[src/rtl/rf_wport_arbiter_pkg.sv]
// Shared types and constants for the register-file write-port arbiter.
// Entry layout matches what the MDU returns: destination plus result data.
package rf_wport_arbiter_pkg;

    localparam int AW = 5;
    localparam int DW = 32;

    localparam logic [AW-1:0] R0 = '0;

    typedef struct packed {
        logic [AW-1:0] rd;
        logic [DW-1:0] data;
    } mdu_ent_t;

    // One-hot register mask; r0 maps to no bit so it is never tracked.
    function automatic logic [31:0] rd_bit(input logic [AW-1:0] rd);
        rd_bit = 32'd0;
        if (rd != R0)
            rd_bit[rd] = 1'b1;
    endfunction

endpackage

[src/rtl/rf_wport_arbiter_if.sv]
// Write-port bundle: WB request, MDU return, MDU issue, decode probe, RF write.
// master = core side, slave = arbiter.
interface rf_wport_arbiter_if;
    import rf_wport_arbiter_pkg::*;

    logic          wb_valid;
    logic [AW-1:0] wb_rd;
    logic [DW-1:0] wb_data;
    logic          wb_hold;

    logic          mdu_valid;
    logic          mdu_ready;
    logic [AW-1:0] mdu_rd;
    logic [DW-1:0] mdu_data;

    logic          issue_valid;
    logic [AW-1:0] issue_rd;

    logic          id_valid;
    logic [AW-1:0] id_rs1;
    logic [AW-1:0] id_rs2;
    logic [AW-1:0] id_rd;
    logic          id_stall;

    logic          rf_we;
    logic [AW-1:0] rf_wa;
    logic [DW-1:0] rf_wd;

    modport master (
        output wb_valid, wb_rd, wb_data,
        input  wb_hold,
        output mdu_valid, mdu_rd, mdu_data,
        input  mdu_ready,
        output issue_valid, issue_rd,
        output id_valid, id_rs1, id_rs2, id_rd,
        input  id_stall,
        input  rf_we, rf_wa, rf_wd
    );

    modport slave (
        input  wb_valid, wb_rd, wb_data,
        output wb_hold,
        input  mdu_valid, mdu_rd, mdu_data,
        output mdu_ready,
        input  issue_valid, issue_rd,
        input  id_valid, id_rs1, id_rs2, id_rd,
        output id_stall,
        output rf_we, rf_wa, rf_wd
    );

endinterface

[src/rtl/rf_wb_fifo.sv]
// Small synchronous FIFO holding MDU results until the write port is free.
// Pointers carry one extra wrap bit to tell full from empty.
module rf_wb_fifo
    import rf_wport_arbiter_pkg::*;
#(
    parameter int DEPTH = 2
) (
    input  logic     clk,
    input  logic     rst,
    input  logic     push,
    input  mdu_ent_t din,
    input  logic     pop,
    output logic     full,
    output logic     empty,
    output mdu_ent_t head
);

    localparam int PW = $clog2(DEPTH);

    logic [PW:0] wp;
    logic [PW:0] rp;
    mdu_ent_t    mem [DEPTH];

    logic do_push;
    logic do_pop;

    assign empty   = (wp == rp);
    assign full    = (wp[PW] != rp[PW]) && (wp[PW-1:0] == rp[PW-1:0]);
    assign head    = mem[rp[PW-1:0]];
    assign do_push = push && !full;
    assign do_pop  = pop && !empty;

    always_ff @(posedge clk or posedge rst) begin
        if (rst) begin
            wp <= '0;
            rp <= '0;
        end else begin
            if (do_push)
                wp <= wp + 1'b1;
            if (do_pop)
                rp <= rp + 1'b1;
        end
    end

    always_ff @(posedge clk) begin
        if (do_push)
            mem[wp[PW-1:0]] <= din;
    end

endmodule

[src/rtl/rf_wport_arbiter.sv]
// Shares the RF write port between WB and queued MDU results, with an
// aging override for the FIFO head and a scoreboard-driven decode stall.
module rf_wport_arbiter
    import rf_wport_arbiter_pkg::*;
#(
    parameter int DEPTH    = 2,
    parameter int MAX_WAIT = 4
) (
    input logic               clk,
    input logic               rst,
    rf_wport_arbiter_if.slave bus
);

    localparam int GW = $clog2(MAX_WAIT + 1);

    logic          full;
    logic          empty;
    mdu_ent_t      head;
    mdu_ent_t      din;
    logic [GW-1:0] age;
    logic [31:0]   pending;
    logic [31:0]   clr;
    logic [31:0]   set;
    logic [31:0]   eff;
    logic          force_g;
    logic          sel_head;
    logic          sel_wb;
    logic [AW-1:0] w_rd;
    logic [DW-1:0] w_data;

    assign din.rd   = bus.mdu_rd;
    assign din.data = bus.mdu_data;

    rf_wb_fifo #(.DEPTH(DEPTH)) u_fifo (
        .clk   (clk),
        .rst   (rst),
        .push  (bus.mdu_valid),
        .din   (din),
        .pop   (sel_head),
        .full  (full),
        .empty (empty),
        .head  (head)
    );

    assign force_g = !empty && (age == GW'(MAX_WAIT));

    always_comb begin
        sel_head = 1'b0;
        sel_wb   = 1'b0;
        priority case (1'b1)
            force_g:      sel_head = 1'b1;
            bus.wb_valid: sel_wb   = 1'b1;
            !empty:       sel_head = 1'b1;
            default:      ;
        endcase
    end

    assign w_rd   = sel_head ? head.rd   : bus.wb_rd;
    assign w_data = sel_head ? head.data : bus.wb_data;

    assign bus.rf_we     = (sel_head || sel_wb) && (w_rd != R0);
    assign bus.rf_wa     = bus.rf_we ? w_rd : R0;
    assign bus.rf_wd     = bus.rf_we ? w_data : '0;
    assign bus.wb_hold   = force_g && bus.wb_valid;
    assign bus.mdu_ready = !full;

    // The retiring register is covered by the RF write bypass this cycle.
    assign clr = sel_head ? rd_bit(head.rd) : 32'd0;
    assign set = bus.issue_valid ? rd_bit(bus.issue_rd) : 32'd0;
    assign eff = pending & ~clr;

    assign bus.id_stall = bus.id_valid &&
                          (eff[bus.id_rs1] || eff[bus.id_rs2] || eff[bus.id_rd]);

    always_ff @(posedge clk or posedge rst) begin
        if (rst) begin
            age     <= '0;
            pending <= '0;
        end else begin
            pending <= (pending & ~clr) | set;
            if (empty || sel_head)
                age <= '0;
            else if (age != GW'(MAX_WAIT))
                age <= age + 1'b1;
        end
    end

endmodule

[src/flat_wrapper.sv]
// flat-port wrapper written by rule: the top's interface ports become plain ports
module rf_wport_arbiter_flat import rf_wport_arbiter_pkg::*;
#(
    parameter int DEPTH    = 2,
    parameter int MAX_WAIT = 4
)
  (clk, rst, bus_wb_valid, bus_wb_rd, bus_wb_data, bus_wb_hold, bus_mdu_valid, bus_mdu_rd, bus_mdu_data, bus_mdu_ready, bus_issue_valid, bus_issue_rd, bus_id_valid, bus_id_rs1, bus_id_rs2, bus_id_rd, bus_id_stall, bus_rf_we, bus_rf_wa, bus_rf_wd);
  rf_wport_arbiter_if bus_i ();
  input logic clk;
  input logic rst;
  input wire logic [$bits(bus_i.wb_valid)-1:0] bus_wb_valid;
  input wire logic [$bits(bus_i.wb_rd)-1:0] bus_wb_rd;
  input wire logic [$bits(bus_i.wb_data)-1:0] bus_wb_data;
  output wire logic [$bits(bus_i.wb_hold)-1:0] bus_wb_hold;
  input wire logic [$bits(bus_i.mdu_valid)-1:0] bus_mdu_valid;
  input wire logic [$bits(bus_i.mdu_rd)-1:0] bus_mdu_rd;
  input wire logic [$bits(bus_i.mdu_data)-1:0] bus_mdu_data;
  output wire logic [$bits(bus_i.mdu_ready)-1:0] bus_mdu_ready;
  input wire logic [$bits(bus_i.issue_valid)-1:0] bus_issue_valid;
  input wire logic [$bits(bus_i.issue_rd)-1:0] bus_issue_rd;
  input wire logic [$bits(bus_i.id_valid)-1:0] bus_id_valid;
  input wire logic [$bits(bus_i.id_rs1)-1:0] bus_id_rs1;
  input wire logic [$bits(bus_i.id_rs2)-1:0] bus_id_rs2;
  input wire logic [$bits(bus_i.id_rd)-1:0] bus_id_rd;
  output wire logic [$bits(bus_i.id_stall)-1:0] bus_id_stall;
  output wire logic [$bits(bus_i.rf_we)-1:0] bus_rf_we;
  output wire logic [$bits(bus_i.rf_wa)-1:0] bus_rf_wa;
  output wire logic [$bits(bus_i.rf_wd)-1:0] bus_rf_wd;
  assign bus_i.wb_valid = bus_wb_valid;
  assign bus_i.wb_rd = bus_wb_rd;
  assign bus_i.wb_data = bus_wb_data;
  assign bus_wb_hold = bus_i.wb_hold;
  assign bus_i.mdu_valid = bus_mdu_valid;
  assign bus_i.mdu_rd = bus_mdu_rd;
  assign bus_i.mdu_data = bus_mdu_data;
  assign bus_mdu_ready = bus_i.mdu_ready;
  assign bus_i.issue_valid = bus_issue_valid;
  assign bus_i.issue_rd = bus_issue_rd;
  assign bus_i.id_valid = bus_id_valid;
  assign bus_i.id_rs1 = bus_id_rs1;
  assign bus_i.id_rs2 = bus_id_rs2;
  assign bus_i.id_rd = bus_id_rd;
  assign bus_id_stall = bus_i.id_stall;
  assign bus_rf_we = bus_i.rf_we;
  assign bus_rf_wa = bus_i.rf_wa;
  assign bus_rf_wd = bus_i.rf_wd;
  rf_wport_arbiter #(.DEPTH(DEPTH), .MAX_WAIT(MAX_WAIT)) u_core (.clk(clk), .rst(rst), .bus(bus_i));
endmodule
[config.mk]
export PLATFORM = sky130hd
export DESIGN_NAME = rf_wport_arbiter_flat
export DESIGN_NICKNAME = d
export VERILOG_FILES = /design/src/rtl/rf_wport_arbiter_pkg.sv /design/src/rtl/rf_wport_arbiter_if.sv /design/src/rtl/rf_wb_fifo.sv /design/src/rtl/rf_wport_arbiter.sv /design/src/flat_wrapper.sv
export SDC_FILE = /design/constraint.sdc
export NUM_CORES = 1
export LEC_CHECK = 0
export ABC_AREA = 0
export BUFFER_PORTS_ARGS = -buffer_cell sky130_fd_sc_hd__buf_2
export CAP_MARGIN = 10
export CORE_UTILIZATION = 55
export CTS_BUF_LIST = sky130_fd_sc_hd__clkbuf_4
export DETAILED_ROUTE_END_ITERATION = 10
export PLACE_DENSITY = 0.78
export SETUP_SLACK_MARGIN = 0.1
export SLEW_MARGIN = 20
export SYNTH_ARGS = -nofsm -noshare
export SYNTH_HDL_FRONTEND = slang
export SYNTH_SLANG_ARGS = --single-unit
[constraint.sdc]
create_clock -name clk -period 8.45 [get_ports clk]
set_clock_uncertainty 0.05 [all_clocks]
set_input_delay 1.69 -clock clk [delete_from_list [all_inputs] [get_ports clk]]
set_output_delay 1.69 -clock clk [all_outputs]
set_load 0.05 [all_outputs]
==> metrics <==
CTS resizes=0; synthesized area per cell=11.2 µm²; Final Max Tran Viols=0; Hold Vio Cnt, Final=0; Comb pwr share=58.5%; via count=5033; DR WL/cell=19.2 µm; switching part of the total power=54.2%; DPL Wire Length=11400 µm; YS warnings=0; status=completed; IO buf count=140; worst reg2reg startpoint=u_core.u_fifo.rp[0]; initial antenna violation count=1; Mapped Nets=646; area fraction of the dominant cell type after synthesis=36.5%; FFs w/ async S/R, synth=34.5%; Crit Path Max Fanout=60; nature of the critical path startpoint=register; CP bufs+invs=2; part of the Yosys area used for sequential elements=52.5%; post-DR vias/cell=6.09; number of synthesized flops with an enable pin=74; via count of the first global-routing pass=5040; area of the core=10800 µm²; Pwr Density=426 nW/µm²; WL final=15800 µm; r2r endpoint=u_core.u_fifo.mem[0][26]; CP Data Required Time=6.71 ns; worst vdd ir=0.352 mV; CTS tree=built; crit end category=primary output; R2R setup slack=5.38 ns; Core Util, Final=65.8%; Clk pin slew, worst setup/hold paths=0.13 ns; unique cell type count in the Yosys netlist=70; GP Congestion=0.966; largest net degree at the start of global routing=74; post-CTS setup buffers=0; Area Overhead vs Synth=16.6%; NetSw=1640 µW; Inserted Clock Buffers=17; hold wc startpoint=u_core.pending[0]; filler cell count=879; Clock power frac=12.1%; max cap viols=0; Hold EP=u_core.pending[0]; Seq cells post-synth=113; Synth area leader=edfxtp_1; cts hold-fix bufs=0; chip height=107 µm; all-layer global routing usage=28.6%; worst hold path cell count=0; Reg2Reg Depth=5; Overflow after GRT=0; post-route ant nets=0; Tightest Pin Transition=1.10 ns; class of the worst hold path=reg2reg; Cell Chain, Critical Path=buf_4 -> xor2_2 -> o221ai_2 -> o21ai_1 -> mux4_2 -> mux2_2 -> a22oi_2 -> nand3b_1 -> a41oi_2 -> buf_2; Initial DRC Count=276; clock root buffer=clkbuf_4; fin crit period=5.87 ns; NumNets Final=775; CTS max path bufs=2; Ports=141; Reg power frac=29.5%; row cnt=38; drt first pass iters=7; latest clock arrival within the worst-skew pair=0.53 ns; critical path class=reg2out; Slew Limit Headroom=26.8%; highest clock rate=170 MHz; period utilization=69.5%; clock sink count=113; leakage power=0.00279 µW; Synth area leaders=edfxtp_1 36%, dfrtp_1 16%, mux2i_1 8.2%; # DRC=0; delay-heaviest family, CP=compound AO/OA/AOI/OAI gates; Die ar.=11500 µm²; Initial Utilization=56.5%; first-pass GRT wire length=24800 µm; Worst Path Arrival=4.13 ns; H-tree levels=4; final hold slack=0.404 ns; Die Wd=107 µm; internal power=1390 µW; Cell Area, Synth=6090 µm²; final setup TNS=0 ns; Critical Path Max Stage Delay=0.64 ns; RSZ-0062 raised after global routing=no; Slowest cell on crit path=buf_4; final setup vio count=0; layout cells sized above 1=30.0%; Cells after Synth=544; Most used DFF post-synth=edfxtp_1
[placed cells by master (no fill, tap or decap), drive strengths merged, types with 9 or more instances in the layout]
master  netlist  routed
nand3         9       9
a21oi        14      14
mux2i        50      50
o21ai        71      71
nor2         65      65
nand2        18      18
edfxtp       74      74
dfrtp        39      39
nor2b        11      11
buf          11     144
a211oi       38      38
clkbuf       23      17
inv           8      15
[per-stage QoR]
stage	power (µW)	setup slack, ns	instances	area (µm²)
finish	3030	2.58	827	7110
CTS	3030	2.55	826	7100
detailed placement	2670	2.70	794	6850
floorplan	2270	1.79	544	6090
global route	3190	2.30	826	7100
global placement	2640	2.72	794	6850
[logic make-up after synthesis]
| group | after synthesis | synth area share [%] |
|---|---|---|
| mux | 57 | 10.4 |
| buf+inv | 43 | 3.24 |
| xor+xnor | 7 | 1.25 |
| flops | 113 | 52.5 |
| compound gates | 166 | 18.9 |
| simple gates | 156 | 13.3 |
| fa+ha+maj | 2 | 0.411 |
[worst register-to-register path, stage by stage (launching register included)]
cell	delay, ns
dfrtp_2	0.36
buf_4	0.64
xor2_2	0.44
nand2b_1	0.23
nand2_1	0.13
nor2_4	0.84
[flip-flops by register name, summed over array words and instances (netlist names)]
name               flops
u_core.pending        32
u_core.u_fifo.mem     74
u_core.age             3
u_core.u_fifo.rp       2
u_core.u_fifo.wp       2
[synth_stat cells (3+ instances only)]
cell type / number
mux4_2: 5
xnor2_1: 4
o21ai_0: 51
nor3_1: 8
edfxtp_1: 74
nand2b_1: 3
o211ai_1: 8
nand2_1: 18
buf_2: 5
mux2i_1: 50
nor2_1: 65
o221ai_2: 3
buf_6: 3
o21ai_1: 19
and3b_1: 3
dfrtp_1: 39
nor4_1: 3
and3_1: 4
nand3_1: 9
a22oi_1: 4
a211oi_1: 38
a21oi_1: 14
clkbuf_1: 23
inv_1: 8
nand3b_1: 8
nor3b_1: 7
nor2b_1: 11
[layout make-up]
cell class / instances / area [µm²] / share of cell area (%)
multi-input cells: 388 / 2710 / 38.2
inverters: 9 / 33.8 / 0.475
well taps: 140 / 175 / 2.46
clock buffers: 17 / 128 / 1.80
flip-flops and latches: 113 / 3200 / 45.0
diodes: 1 / 2.50 / 0.0352
repair buffers: 144 / 731 / 10.3
clock inverters: 15 / 124 / 1.74
[power by group through the flow]
stage               clock [µW]  combinational, µW  sequential, µW
floorplan                    0               1390             883
global placement             0               1740             897
detailed placement           0               1770             904
CTS                        368               1770             893
global route               394               1880             912
finish                     365               1770             893
[layer usage]
| metal | global-route usage (%) | vias up | routed length, µm |
|---|---|---|---|
| met5 | 0 | - | 0 |
| li1 | - | 2349 | - |
| met1 | 36.5 | 2399 | 6420 |
| met4 | 11.7 | 0 | 374 |
| met2 | 46.2 | 251 | 7740 |
| met3 | 7.81 | 34 | 1310 |
[worst max-delay path by stage]
| stage | start | end | cells after the start |
|---|---|---|---|
| floorplan | bus_wb_valid | bus_rf_wa[0] | 8 |
| global placement | bus_wb_valid | bus_id_stall | 10 |
| detailed placement | bus_wb_valid | bus_id_stall | 10 |
| CTS | u_core.u_fifo.rp[0] | bus_id_stall | 10 |
| global route | u_core.u_fifo.rp[0] | bus_id_stall | 10 |
| finish | u_core.u_fifo.rp[0] | bus_id_stall | 10 |
Power figures use the tool's default switching activity.
